### src/rtl/serial_feeder_pkg.sv
// ----------------------------------------------------------------------------
//  Module   : serial_feeder_pkg
//  Brief    : FSM state encoding and parity helper for serial_stream_feeder.
//  Revision : 1.0 - initial release
// ----------------------------------------------------------------------------
`default_nettype none

package serial_feeder_pkg;

   typedef enum logic [1:0] {
      IDLE   = 2'b00,
      SHIFT  = 2'b01,
      PARITY = 2'b10
   } state_t;

   // Even parity over a word zero-extended to 32 bits.
   function automatic logic even_parity(input logic [31:0] word);
      return ^word;
   endfunction

endpackage

`default_nettype wire

### src/rtl/piso_shift_reg.sv
// ----------------------------------------------------------------------------
//  Module   : piso_shift_reg
//  Brief    : Parallel-in serial-out register; the head bit is the serial output.
//  Revision : 1.0 - initial release
// ----------------------------------------------------------------------------
`default_nettype none

module piso_shift_reg #(
   parameter int WIDTH     = 8,
   parameter bit MSB_FIRST = 1'b1
) (
   input  logic             clk,
   input  logic             rst_n,
   input  logic             i_load,
   input  logic             i_shift,
   input  logic             i_fill,
   input  logic [WIDTH-1:0] i_din,
   output logic             o_bit
);

   logic [WIDTH-1:0] r_sr;
   logic [WIDTH-1:0] w_shifted;

   // i_fill enters at the tail, so zeros shifted in leave the register empty
   // once a frame drains.
   generate
      if (WIDTH == 1) begin : g_single
         assign w_shifted = i_fill;
         assign o_bit     = r_sr[0];
      end else if (MSB_FIRST) begin : g_msb
         assign w_shifted = {r_sr[WIDTH-2:0], i_fill};
         assign o_bit     = r_sr[WIDTH-1];
      end else begin : g_lsb
         assign w_shifted = {i_fill, r_sr[WIDTH-1:1]};
         assign o_bit     = r_sr[0];
      end
   endgenerate

   always_ff @(posedge clk or negedge rst_n) begin
      if (!rst_n) begin
         r_sr <= '0;
      end else if (i_load) begin
         r_sr <= i_din;
      end else if (i_shift) begin
         r_sr <= w_shifted;
      end
   end

endmodule

`default_nettype wire

### src/rtl/serial_stream_feeder.sv
// ----------------------------------------------------------------------------
//  Module   : serial_stream_feeder
//  Brief    : Serializes parallel words into a framed bit stream; rst is
//             asynchronous active-low. Define SERIAL_FEEDER_PARITY_EN to append
//             an even-parity bit to every frame.
//  Revision : 1.0 - initial release
// ----------------------------------------------------------------------------
`default_nettype none

module serial_stream_feeder
   import serial_feeder_pkg::*;
#(
   parameter int WIDTH     = 8,
   parameter bit MSB_FIRST = 1'b1
) (
   input  logic             clk,
   input  logic             rst,
   input  logic [WIDTH-1:0] din,
   input  logic             din_valid,
   output logic             din_ready,
   output logic             dout,
   output logic             dout_valid,
   output logic             busy,
   output logic             word_done
);

   localparam int            CW         = (WIDTH > 1) ? $clog2(WIDTH) : 1;
   localparam logic [CW-1:0] c_last_bit = CW'(WIDTH - 1);

   state_t        r_state;
   state_t        w_next;
   logic [CW-1:0] r_cnt;
   logic          r_dout_valid;
   logic          w_last;
   logic          w_accept;
   logic          w_shift;
   logic          w_fill;

`ifdef SERIAL_FEEDER_PARITY_EN
   logic          r_par;
`endif

   assign w_last = (r_cnt == c_last_bit);

   always_comb begin
      w_next    = r_state;
      din_ready = 1'b0;
      word_done = 1'b0;
      w_shift   = 1'b0;
      w_fill    = 1'b0;
      case (r_state)
         IDLE: begin
            din_ready = 1'b1;
         end
         SHIFT: begin
            w_shift = 1'b1;
`ifdef SERIAL_FEEDER_PARITY_EN
            // Parity enters on the first shift and reaches the head just as the
            // data bits run out.
            if (r_cnt == '0) begin
               w_fill = r_par;
            end
            if (w_last) begin
               w_next = PARITY;
            end
`else
            if (w_last) begin
               din_ready = 1'b1;
               word_done = 1'b1;
               w_next    = IDLE;
            end
`endif
         end
`ifdef SERIAL_FEEDER_PARITY_EN
         PARITY: begin
            din_ready = 1'b1;
            word_done = 1'b1;
            w_shift   = 1'b1;
            w_next    = IDLE;
         end
`endif
         default: begin
            w_next = IDLE;
         end
      endcase
      w_accept = din_valid && din_ready;
      if (w_accept) begin
         w_next = SHIFT;
      end
   end

   always_ff @(posedge clk or negedge rst) begin
      if (!rst) begin
         r_state      <= IDLE;
         r_cnt        <= '0;
         r_dout_valid <= 1'b0;
      end else begin
         r_state      <= w_next;
         r_dout_valid <= (w_next != IDLE);
         if (w_accept) begin
            r_cnt <= '0;
         end else if (r_state == SHIFT && !w_last) begin
            r_cnt <= r_cnt + 1'b1;
         end
      end
   end

`ifdef SERIAL_FEEDER_PARITY_EN
   always_ff @(posedge clk or negedge rst) begin
      if (!rst) begin
         r_par <= 1'b0;
      end else if (w_accept) begin
         r_par <= even_parity(32'(din));
      end
   end
`endif

   piso_shift_reg #(
      .WIDTH     (WIDTH),
      .MSB_FIRST (MSB_FIRST)
   ) u_piso (
      .clk     (clk),
      .rst_n   (rst),
      .i_load  (w_accept),
      .i_shift (w_shift),
      .i_fill  (w_fill),
      .i_din   (din),
      .o_bit   (dout)
   );

   assign dout_valid = r_dout_valid;
   assign busy       = (r_state != IDLE);

endmodule

`default_nettype wire
### config.mk
export PLATFORM = sky130hd
export DESIGN_NAME = serial_stream_feeder
export DESIGN_NICKNAME = d
export VERILOG_FILES = /design/src/rtl/serial_feeder_pkg.sv /design/src/rtl/piso_shift_reg.sv /design/src/rtl/serial_stream_feeder.sv
export SDC_FILE = /design/constraint.sdc
export NUM_CORES = 1
export LEC_CHECK = 0
export ABC_AREA = 1
export CAP_MARGIN = 40
export CELL_PAD_IN_SITES_DETAIL_PLACEMENT = 1
export CELL_PAD_IN_SITES_GLOBAL_PLACEMENT = 2
export CORE_MARGIN = 2
export CORE_UTILIZATION = 29
export DETAILED_ROUTE_END_ITERATION = 16
export GPL_ROUTABILITY_DRIVEN = 0
export PLACE_DENSITY = 0.78
export REMOVE_ABC_BUFFERS = 1
export SYNTH_ARGS = -nofsm -noshare
export SYNTH_HDL_FRONTEND = slang
export SYNTH_HIERARCHICAL = 1
export SYNTH_SLANG_ARGS = --single-unit
### constraint.sdc
create_clock -name clk -period 4.1 [get_ports clk]
set_input_delay 1.025 -clock clk [delete_from_list [all_inputs] [get_ports clk]]
set_output_delay 1.025 -clock clk [all_outputs]
set_load 0.02 [all_outputs]
; ---- Word-level counts from Yosys, hierarchy flattened
; Index checks and enable logic that the tools add are counted.
[op_classes]
n_addsub = 1
eq_ne = 2
mux = 11
reduce_logical = 8
[ops]
columns = operator, count
row1 = $mux W8, 2
row2 = $reduce_bool A2 Y1, 4
row3 = $mux W3, 2
row4 = $mux W2, 2
row5 = $pmux W2 S2, 1
row6 = $add A3 B1 Y3 const B, 1
row7 = $eq A3 B3 Y1 const B, 1
row8 = $mux W1, 3
row9 = $eq A2 B1 Y1 const B, 1
row10 = $logic_and A1 B1 Y1, 2
row11 = $logic_not A2 Y1, 1
row12 = $pmux W1 S2, 1
row13 = $logic_not A1 Y1, 1
[word_totals]
ff_bits = 14
output_inout_bits = 5

; ---- Longest topological paths before layout
[logic_depth]
word_depth = 6
mapped_depth = 10
ltp_nobuf = 9

; ---- Cells and area by module
; The synthesis kept the hierarchy.
[modules_own_cells]
columns = module, instances, cells_each, area_per_inst_um2, seq_area_each_um2
row1 = piso_shift_reg, 1, 44, 374.1, 200.2
row2 = serial_stream_feeder, 1, 37, 314.1, 150.1

; ---- Least setup slack after synthesis
; OpenSTA, ideal clock, no wires.
[synth_timing]
path_type = reg-to-output
from = reg r_cnt[0]
to = out word_done
t_arrival_ps = 1176
t_required_ps = 3075
setup_slack_ps = 1899
path_stages_with_launch = 5
cell_sequence = dfrtp_1 ha_1 ha_1 inv_1 nor3_1
[synth_via]
elab_chain_len = 3
[synth_lines]
columns = element, line_no
row1 = "start, declared", serial_stream_feeder.sv:32  ; logic [CW-1:0] r_cnt;
row2 = "start signal, assigned", serial_stream_feeder.sv:103  ; r_cnt <= r_cnt + 1'b1;
row3 = $eq A3 B3 Y1, serial_stream_feeder.sv:43  ; assign w_last = (r_cnt == c_last_bit);
row4 = $mux W1, serial_stream_feeder.sv:67  ; if (w_last) begin
row5 = $mux W1, serial_stream_feeder.sv:51  ; case (r_state)
row6 = "end, declared", serial_stream_feeder.sv:24  ; output logic word_done
; No other way between the ends.

; ---- Worst setup path after layout
; Ends and elaborated chain as after synthesis.

==> results.yml <==
worst_setup_path:
  critical-path-max-stage-delay_ns: 0.62
  timing.critical_path.required_ns: 3.07
  critical_path_cell_by_cell: "ha_1 > ha_1 > inv_1 > nor3_1 > clkdlybuf4s50_1"
  worst_setup_path_end_kind: "output port"
  timing.critical_path.fanout_max: 4
  r2r_start: "r_cnt[0]"
  critical-path-top-cell-by-count: "sky130_fd_sc_hd__ha_1"
  rr_endpoint: "u_piso/r_sr[4]"
  slowest_stage: "sky130_fd_sc_hd__clkdlybuf4s50_1"
  critical_path.startpoint_type: "register"
  timing.setup.critical_path_class: "reg -> out"
  worstPathArrival_ns: 1.80
  reg2reg_setup_slack_ns: 2.32
  r2r.worst_path.cells: 9
synthesis:
  synthesis.instances: 81
  yosysSeqAreaShare_pct: 50.9
  synthesis.yosys.warnings: 6
  netlist-cell-type-count: 16
  synth_area_um2: 688
  postSynthRegisterBits: 14
  avg_inst_size_synth_um2: 8.50
timing:
  finalSetupTns_ns: 0
  tightest_slew_ns: 0.679
  hold_viol_final: 0
  worst_hold_slack_ns: 0.488
  finClkSkew_ns: 0.00447
  setup_viol: 0
  unrepaired_setup_endpoints_after_global_routing: "no"
  setup_ws_ns: 1.28
  tcrit_tclk_final_pct: 68.9
  max_slew_vio_count: 0
  timing.slew.headroom_pct: 54.6
  period_needed_ns: 2.82
  max_clock_freq_mhz: 354
die:
  chipHeight_um: 52.7
  std_cell_core_area_um2: 2230
  io_pins: 16
  fp.dieArea_um2: 2780
  std_cell_rows: 17
  die_w_um: 52.7
  initial_core_util_pct: 30.8
detailed_routing:
  vias_per_instance: 4.62
  via_count: 587
  drt-wirelength-per-cell_um: 11.4
  detail_route.first_pass.iterations: 4
  ant_nets: 0
  drt_first_iter_violations: 2
  drt_wl_total_um: 1450
  detail_route.drc_violations: 0
clocking:
  insertion_delay_ns: 0.28
  root_buffer: "sky130_fd_sc_hd__clkbuf_4"
  cts.reportedPaths.clkPinSlew_ns: 0.09
  maximum_count_of_clock_buffers_along_a_single_path: 2
  clock_sink_count: 14
  cts_hold_buffers: 0
  h-tree-depth: 1
  tritoncts: "done"
  cts_setup_buffers: 0
  cts_resized: 0
  cts-buffers-inserted: 3
hold_path:
  hold-path-cell-count: 2
  min_to: "u_piso/r_sr[7]"
  worst_hold_path_type: "reg -> reg"
  hold_path.startpoint: "u_piso/r_sr[7]"
power_and_ir_drop:
  max-vdd-ir-drop_mv: 0.158
  power.leakage_nw: 0.441
  total_power_mw: 0.418
  powerDensity_nw_per_um2: 468
placement:
  place_area_um2: 858
  post-dp-hpwl_um: 1080
  place.detailed.instances: 123
  io_buffers: 15
  pre_cts_ws_ns: 1.58
cells_and_area:
  antenna_cells: 0
  utilization_pct: 40.1
  syn_to_final_growth_pct: 30.0
  commonest_non_fill_non_tap_cells_in_the_layout: "sky130_fd_sc_hd__nand2_1 (26), sky130_fd_sc_hd__nand3_1 (16), sky130_fd_sc_hd__clkdlybuf4s50_1 (15)"
  finish.cell_count_without_fillers: 127
  post_route_cells_drive_above_1_share_pct: 12.1
  postLayoutCellArea_um2: 895
  layout_commonest_cell: "sky130_fd_sc_hd__nand2_1"
  finalNetCount: 113
grt:
  grt_first_pass_wirelength_um: 2590
  grt_pass1_vias: 579
  antenna_violations_before_repair: 0
  globalRouteTotalUtil_pct: 13.4
  grt_overflow: 0
  grt_start_max_net_pins: 15
status:
  run_status: "finished clean"
flow_run:
  max_cap_violations: 0
==> worst max-delay path by stage <==
stage / start / endpoint / slack [ns] / cells past startpoint
finish: r_cnt[0] / word_done / 1.28 / 5
global route: r_cnt[0] / din_ready / 1.12 / 5
CTS: r_cnt[0] / word_done / 1.25 / 5
detailed placement: r_cnt[0] / word_done / 1.58 / 5
global placement: r_cnt[0] / word_done / 1.59 / 5
floorplan: r_cnt[0] / word_done / 1.90 / 4
==> logic make-up after synthesis <==
| logic type | Yosys count | synth area share, % |
|---|---|---|
| and+or+nand+nor | 53 | 37.1 |
| DFF | 14 | 50.9 |
| buffers and inverters | 10 | 7.09 |
| adders and majority gates | 2 | 3.64 |
| AOI/OAI and AO/OA | 1 | 0.727 |
| other | 1 | 0.545 |
==> layer usage <==
metal / up-vias / global-route usage, % / wire, um
met4: 0 / 10.3 / 34
met5: - / 0 / 0
met3: 4 / 2.57 / 59
li1: 290 / - / -
met2: 11 / 20.4 / 701
met1: 282 / 16.4 / 658
==> report_power, final <==
group	switching [mW]	internal [mW]	total, mW
Combinational	0.0680	0.0525	0.121
Clock	0.0465	0.0541	0.101
Sequential	0.0213	0.176	0.197
==> critical path, delay by kind of cell (launching register included) <==
kind / cells / cell delay [ns]
adder cells (fa/ha/maj): 2 / 0.27
buffers and inverters: 2 / 0.71
AND/OR/NAND/NOR: 1 / 0.18
flip-flops: 1 / 0.35
==> registers in the layout, summed over array words and instances (netlist names) <==
| name | count |
|---|---|
| r_state | 2 |
| u_piso/r_sr | 8 |
| r_cnt | 3 |
| dout_valid | 1 |
==> cell type report <==
type / count / area [um^2]
Clock buffer: 4 / 36.3
Fill cell: 272 / 1340
Inverter: 8 / 30.0
Multi-Input combinational cell: 58 / 293
Sequential cell: 14 / 350
Tap cell: 28 / 35.0
Timing Repair Buffer: 15 / 150
==> synth_stat cells <==
library cell / number / area, um^2
sky130_fd_sc_hd__dfrtp_1: 14 / 350
sky130_fd_sc_hd__buf_4: 1 / 7.51
sky130_fd_sc_hd__nand3_1: 16 / 80.1
sky130_fd_sc_hd__conb_1: 1 / 3.75
sky130_fd_sc_hd__nor2_4: 1 / 11.3
sky130_fd_sc_hd__inv_2: 2 / 7.51
sky130_fd_sc_hd__ha_1: 2 / 25.0
sky130_fd_sc_hd__nand3_2: 1 / 10.0
sky130_fd_sc_hd__nor2_2: 3 / 18.8
sky130_fd_sc_hd__nand2_1: 26 / 97.6
sky130_fd_sc_hd__nor3_1: 1 / 5.00
sky130_fd_sc_hd__a21oi_1: 1 / 5.00
sky130_fd_sc_hd__buf_6: 1 / 11.3
sky130_fd_sc_hd__nand3_4: 1 / 17.5
sky130_fd_sc_hd__nor2_1: 4 / 15.0
sky130_fd_sc_hd__inv_1: 6 / 22.5
(Power assumes the default switching activity.)
